File: config.mk
export PLATFORM = sky130hd
export DESIGN_NAME = store_queue
export DESIGN_NICKNAME = d
export VERILOG_FILES = /design/src/rtl/store_queue_pkg.sv /design/src/rtl/store_queue_fwd_search.sv /design/src/rtl/store_queue.sv
export SDC_FILE = /design/constraint.sdc
export NUM_CORES = 2
export LEC_CHECK = 0
export CAP_MARGIN = 10
export CORE_MARGIN = 2
export CORE_UTILIZATION = 25
export CTS_CLUSTER_SIZE = 10
export DETAILED_ROUTE_END_ITERATION = 10
export HOLD_SLACK_MARGIN = 0.1
export PLACE_DENSITY = 0.44
export SETUP_SLACK_MARGIN = 0.5
export SKIP_LAST_GASP = 1
export SYNTH_ARGS = -nofsm -noshare
export SYNTH_HDL_FRONTEND = slang
export SYNTH_SLANG_ARGS = --single-unit
export TNS_END_PERCENT = 30
File: constraint.sdc
create_clock -name clock -period 11.5 [get_ports clock]
set_clock_uncertainty 0.2 [all_clocks]
set_input_delay 1.725 -clock clock [delete_from_list [all_inputs] [get_ports clock]]
set_output_delay 1.725 -clock clock [all_outputs]
set_load 0.005 [all_outputs]
File: src/rtl/store_queue_pkg.sv
// Shared types and sizing for the store queue.
//   SQ_SIZE / SQ_IDX_W : entry count and index width
//   sq_ptr_t           : entry pointer with one extra wrap bit
//   sq_entry_t         : one store entry {addr_valid, addr, data, usebytes}
//   load_sq_packet_t   : load lookup request {addr, tail_pos}
//   sq_load_packet_t   : load lookup response {stall, usebytes, data}
package store_queue_pkg;

  localparam int SQ_SIZE  = 8;
  localparam int SQ_IDX_W = $clog2(SQ_SIZE);
  localparam int SQ_PTR_W = SQ_IDX_W + 1;

  typedef logic [SQ_PTR_W-1:0] sq_ptr_t;
  typedef logic [SQ_IDX_W-1:0] sq_idx_t;

  typedef struct packed {
    logic        addr_valid;
    logic [31:0] addr;
    logic [31:0] data;
    logic [3:0]  usebytes;
  } sq_entry_t;

  typedef struct packed {
    logic [31:0] addr;
    sq_ptr_t     tail_pos;
  } load_sq_packet_t;

  typedef struct packed {
    logic        stall;
    logic [3:0]  usebytes;
    logic [31:0] data;
  } sq_load_packet_t;

  localparam sq_ptr_t SQ_PTR_ONE = sq_ptr_t'(1);

endpackage

File: src/rtl/store_queue_fwd_search.sv
// Combinational store-to-load forwarding search.
//   i_entries : all store queue entries
//   i_head    : oldest live entry pointer (with wrap bit)
//   i_req     : load address and the tail pointer captured at load dispatch
//   o_resp    : stall if any older store address is unknown, else per-byte
//               data from the youngest older store matching the address
module sq_forward_search
  import store_queue_pkg::*;
(
  input  sq_entry_t [SQ_SIZE-1:0] i_entries,
  input  sq_ptr_t                 i_head,
  input  load_sq_packet_t         i_req,
  output sq_load_packet_t         o_resp
);

  sq_ptr_t     w_n;
  sq_idx_t     w_slot;
  logic        w_stall;
  logic [3:0]  w_use;
  logic [31:0] w_data;

  always_comb begin
    w_stall = 1'b0;
    w_use   = '0;
    w_data  = '0;
    w_slot  = '0;
    w_n     = i_req.tail_pos - i_head;
    // A load tail behind head means everything older already drained.
    if (w_n > sq_ptr_t'(SQ_SIZE)) w_n = '0;
    // Walk oldest to youngest so younger matches overwrite older bytes.
    for (int k = 0; k < SQ_SIZE; k++) begin
      w_slot = i_head[SQ_IDX_W-1:0] + sq_idx_t'(k);
      if (sq_ptr_t'(k) < w_n) begin
        if (!i_entries[w_slot].addr_valid) begin
          w_stall = 1'b1;
        end else if (i_entries[w_slot].addr == i_req.addr) begin
          for (int b = 0; b < 4; b++) begin
            if (i_entries[w_slot].usebytes[b]) begin
              w_use[b]         = 1'b1;
              w_data[8*b +: 8] = i_entries[w_slot].data[8*b +: 8];
            end
          end
        end
      end
    end
    o_resp.stall    = w_stall;
    o_resp.usebytes = w_stall ? 4'b0 : w_use;
    o_resp.data     = w_stall ? 32'b0 : w_data;
  end

endmodule

File: src/rtl/store_queue.sv
// Circular store queue: allocation at dispatch, fill at execute, in-order
// commit and drain to the data cache, and store-to-load forwarding.
//   clock, reset             : clock, synchronous active-high reset
//   dp_en / dp_tail / sq_full: dispatch allocate, tail pointer, full flag
//   st_exe_*                 : store FU result written into an entry
//   rt_en, squash            : ROB commit, discard of uncommitted entries
//   dc_wr_* / dc_wr_ack      : head-entry write request and its accept
//   ld_addr, ld_tail         : load lookup request
//   ld_stall/usebytes/data   : load lookup response
module store_queue
  import store_queue_pkg::*;
(
  input  logic                clock,
  input  logic                reset,
  input  logic                dp_en,
  output logic [SQ_IDX_W:0]   dp_tail,
  output logic                sq_full,
  input  logic                st_exe_valid,
  input  logic [SQ_IDX_W-1:0] st_exe_idx,
  input  logic [31:0]         st_exe_addr,
  input  logic [31:0]         st_exe_data,
  input  logic [3:0]          st_exe_usebytes,
  input  logic                rt_en,
  input  logic                squash,
  output logic                dc_wr_en,
  output logic [31:0]         dc_wr_addr,
  output logic [31:0]         dc_wr_data,
  output logic [3:0]          dc_wr_mask,
  input  logic                dc_wr_ack,
  input  logic [31:0]         ld_addr,
  input  logic [SQ_IDX_W:0]   ld_tail,
  output logic                ld_stall,
  output logic [3:0]          ld_usebytes,
  output logic [31:0]         ld_data
);

  sq_ptr_t                 r_head;
  sq_ptr_t                 r_cmt;
  sq_ptr_t                 r_tail;
  sq_entry_t [SQ_SIZE-1:0] r_entries;

  sq_entry_t       w_head_entry;
  logic            w_commit;
  logic            w_dispatch;
  logic            w_exe_ok;
  sq_ptr_t         w_cmt_next;
  sq_ptr_t         w_exe_off;
  load_sq_packet_t w_ld_req;
  sq_load_packet_t w_ld_resp;

  assign dp_tail      = r_tail;
  assign sq_full      = (r_tail - r_head) == sq_ptr_t'(SQ_SIZE);
  assign w_head_entry = r_entries[r_head[SQ_IDX_W-1:0]];

  assign dc_wr_en   = (r_head != r_cmt) && w_head_entry.addr_valid;
  assign dc_wr_addr = w_head_entry.addr;
  assign dc_wr_data = w_head_entry.data;
  assign dc_wr_mask = w_head_entry.usebytes;

  assign w_commit   = rt_en && (r_cmt != r_tail);
  assign w_cmt_next = w_commit ? r_cmt + SQ_PTR_ONE : r_cmt;
  assign w_dispatch = dp_en && !sq_full && !squash;

  // Distance of the execute index past cmt, modulo the ring; it is live
  // only while that distance is inside the uncommitted span.
  assign w_exe_off = {1'b0, st_exe_idx - r_cmt[SQ_IDX_W-1:0]};
  assign w_exe_ok  = st_exe_valid && (w_exe_off < (r_tail - r_cmt));

  always_ff @(posedge clock) begin
    if (reset) begin
      r_head    <= '0;
      r_cmt     <= '0;
      r_tail    <= '0;
      r_entries <= '0;
    end else begin
      r_cmt <= w_cmt_next;
      if (dc_wr_en && dc_wr_ack) r_head <= r_head + SQ_PTR_ONE;
      if (squash)          r_tail <= w_cmt_next;
      else if (w_dispatch) r_tail <= r_tail + SQ_PTR_ONE;
      // The dispatch slot sits at tail, outside [cmt,tail), so it never
      // collides with an execute write in the same cycle.
      if (w_dispatch) r_entries[r_tail[SQ_IDX_W-1:0]].addr_valid <= 1'b0;
      if (w_exe_ok) begin
        r_entries[st_exe_idx] <= sq_entry_t'{addr_valid: 1'b1,
                                             addr:       st_exe_addr,
                                             data:       st_exe_data,
                                             usebytes:   st_exe_usebytes};
      end
    end
  end

  assign w_ld_req = '{addr: ld_addr, tail_pos: ld_tail};

  sq_forward_search u_fwd (
    .i_entries (r_entries),
    .i_head    (r_head),
    .i_req     (w_ld_req),
    .o_resp    (w_ld_resp)
  );

  assign ld_stall    = w_ld_resp.stall;
  assign ld_usebytes = w_ld_resp.usebytes;
  assign ld_data     = w_ld_resp.data;

endmodule

==> results_dict.tcl <==
set metrics [dict create \
    die_w_um 448 \
    portBuffers 224 \
    area_delta_synth_final_pct 13.4 \
    powerDensity_nw_per_um2 101 \
    worstSetupPathType "register to output pin" \
    fp.dieH_um 448 \
    cap_violations 0 \
    cp.required_ns 9.58 \
    cts_buffers 77 \
    drive_above_1_share_pct 17.8 \
    syn_inst 5306 \
    finalHoldViolations 0 \
    synthArstFlopShare_pct 0 \
    via_count 44400 \
    drt_iter0_drc 4560 \
    detail_route.wl_per_cell_um 28.3 \
    initial_core_util_pct 25.2 \
    finalSetupViolCount 0 \
    synth-edff-count 0 \
    seqCellArea_sq_um 11300 \
    combPwrFrac_pct 18.1 \
    post_cts_resized 0 \
    p_sw_w 0.00181 \
    layout_common_cells "nand2_1, mux2i_1, mux4_2, dfxtp_1, a21oi_1" \
    clockBufferDepth 3 \
    synth_seq_cells 564 \
    nNetsFinal 5306 \
    pin_count 225 \
    synth_top_area_share_pct 25.6 \
    cts_max_level 3 \
    fill_cells 20700 \
    wl_met2_mm 104 \
    synth.avg_cell_area_sq_um 9.29 \
    grt_usage_pct 21.6 \
    slew_violations 0 \
    multi_input_area_sq_um 35400 \
    dp_hpwl_mm 150 \
    synth-warning-count 0 \
    fmax_mhz 100 \
    power_frac_clock_pct 43.4 \
    ctsHoldBuffers 0 \
    gp_congestion 1.00 \
    coreArea_sq_um 195000 \
    grt_pass1_wl_mm 319 \
    post_cts_buffers 0 \
    grt_max_degree 119 \
    crit_arrival_ns 8.05 \
    rsz0062_at_grt "no" \
    vias_per_cell 5.65 \
    seq_area_frac_synth_pct 22.9 \
    power_frac_seq_pct 38.5 \
    peakVddDrop_uv 95.8 \
    top_layer "met5" \
    clk_pin_slew_worst_paths_ns 0.06 \
    syn_nets 5440 \
    clock_latency_ns 0.70 \
    synth_cell_types 92 \
    switching_share_pct 32.2 \
    finalSetupTns_ns 0 \
    postRouteAntennaNets 0 \
    drt-met1-wl_mm 92.9 \
    power.leakage_nw 16.4 \
    routed_wl_mm 223 \
    hold_class "register to register" \
    worst_setup_path_start_kind "register" \
    netlist_area_sq_um 49300 \
    intPower_w 0.00381 \
    max_slew.worst_pin.slew_ns 1.19 \
    post-route-drc-count 0 \
    mostFrequentLayoutCell "nand2_1" \
    endpoint_kind "output pin" \
    status "finished clean" \
    dr_wl_met3_mm 17.7 \
    core.rowCount 162 \
    grt_overflow 0 \
    timing.final.crit_period_ns 9.97 \
    path_max_fanout 98 \
    yosys.area.top_type "mux4_2" \
    grt_pass1_vias 41800 \
    cts_root_buf "clkbuf_16" \
    finalPower_w 0.00561 \
    die_area_sq_um 201000 \
    max_slew_margin_pct 19.9 \
    firstDrtPassIters 6 \
    synthFlopType "dfxtp_1" \
    cts_tree "done" \
    cts.sinks 564 \
    grt_antenna_before_repair 29 \
    period_share_pct 86.7 \
    synthTopCellsByArea "mux4_2, dfxtp_1, mux2i_1" \
]
-- metal layers --
metal	up-vias	global-route usage [%]
met2	2054	34.4
li1	19300	-
met5	-	0
met4	10	8.32
met3	347	4.36
met1	22600	28.8
-- area by class of cell --
type / count / share of cell area (%)
multi-input cells: 4148 / 63.4
flip-flops and latches: 564 / 20.2
well taps: 2624 / 5.88
repair buffers: 326 / 5.60
clock buffers: 104 / 3.94
clock inverters: 23 / 0.473
inverters: 55 / 0.376
diodes: 16 / 0.0717
-- synth_stat cells (35+ instances only) --
master and n:
dfxtp_1 564, and2_1 35, nor2_1 312, mux2_2 85, xnor2_1 223, a21oi_1 445, nand2_1 1093, nand4_1 53
mux2i_1 611, buf_2 116, mux4_2 561, o21ai_0 48, a22oi_1 68, o22ai_1 44, buf_1 57, buf_4 47
clkbuf_1 289, xor2_1 48, a211oi_1 39, nand3_1 86, inv_1 50
-- metrics by stage --
step,instance area (sq um),hold slack (ns),worst slack (ns),instances,utilization [%]
global route,55800,0.318,1.18,7856,28.6
finish,55900,0.295,1.53,7860,28.6
global placement,53400,0.278,2.09,7717,27.3
CTS,55800,0.296,1.48,7844,28.6
floorplan,49300,0.263,4.17,5306,-
detailed placement,53400,0.287,2.07,7717,27.3
-- logic make-up (layout without fill, tap and decap cells) --
kind of cell	Yosys count	after routing	share of synthesized area (%)
DFF	564	564	22.9
and+or+nand+nor	1741	1741	15.0
muxes	1265	1265	40.3
adders and majority gates	20	20	0.554
AOI/OAI and AO/OA	851	851	10.7
buffers and inverters	594	508	5.66
xor gates and xnor gates	271	271	4.82
other	0	16	0
-- registers in the layout (all words and copies together) (netlist names) --
name,flops
dp_tail,4
r_cmt,4
r_entries,552
r_head,4
-- final timing paths --
check	startpoint	slack, ns	end	depth (start not counted)
setup / recovery	r_head[0]	1.53	ld_data[23]	13
hold reg to reg	r_entries[440]	0.29	r_entries[440]	2
setup reg to reg	dp_tail[0]	6.37	r_entries[162]	15
hold / removal	r_entries[440]	0.29	r_entries[440]	2
-- power groups by stage --
stage / Sequential, W / Combinational [W] / Clock, W
after floorplan: 0.00215 / 0.000624 / 0
after global placement: 0.00219 / 0.00100 / 0
after detailed placement: 0.00220 / 0.00100 / 0
after CTS: 0.00216 / 0.00101 / 0.00250
after global routing: 0.00217 / 0.00107 / 0.00256
final: 0.00216 / 0.00101 / 0.00244
-- critical path, cell delays in order, from the launching register on --
cell and delay [ns]:
dfxtp_4 0.80, buf_12 0.56, and2b_1 0.89, buf_4 0.50, a22oi_1 0.20, a21o_1 0.21
a22oi_1 0.41, nand4_1 0.47, nor4_4 1.04, nand2_1 0.56, o221ai_1 0.20, a311oi_1 0.12
a211oi_1 0.54, clkdlybuf4s50_1 0.65
Note: power is estimated with default switching activity, not from simulation.
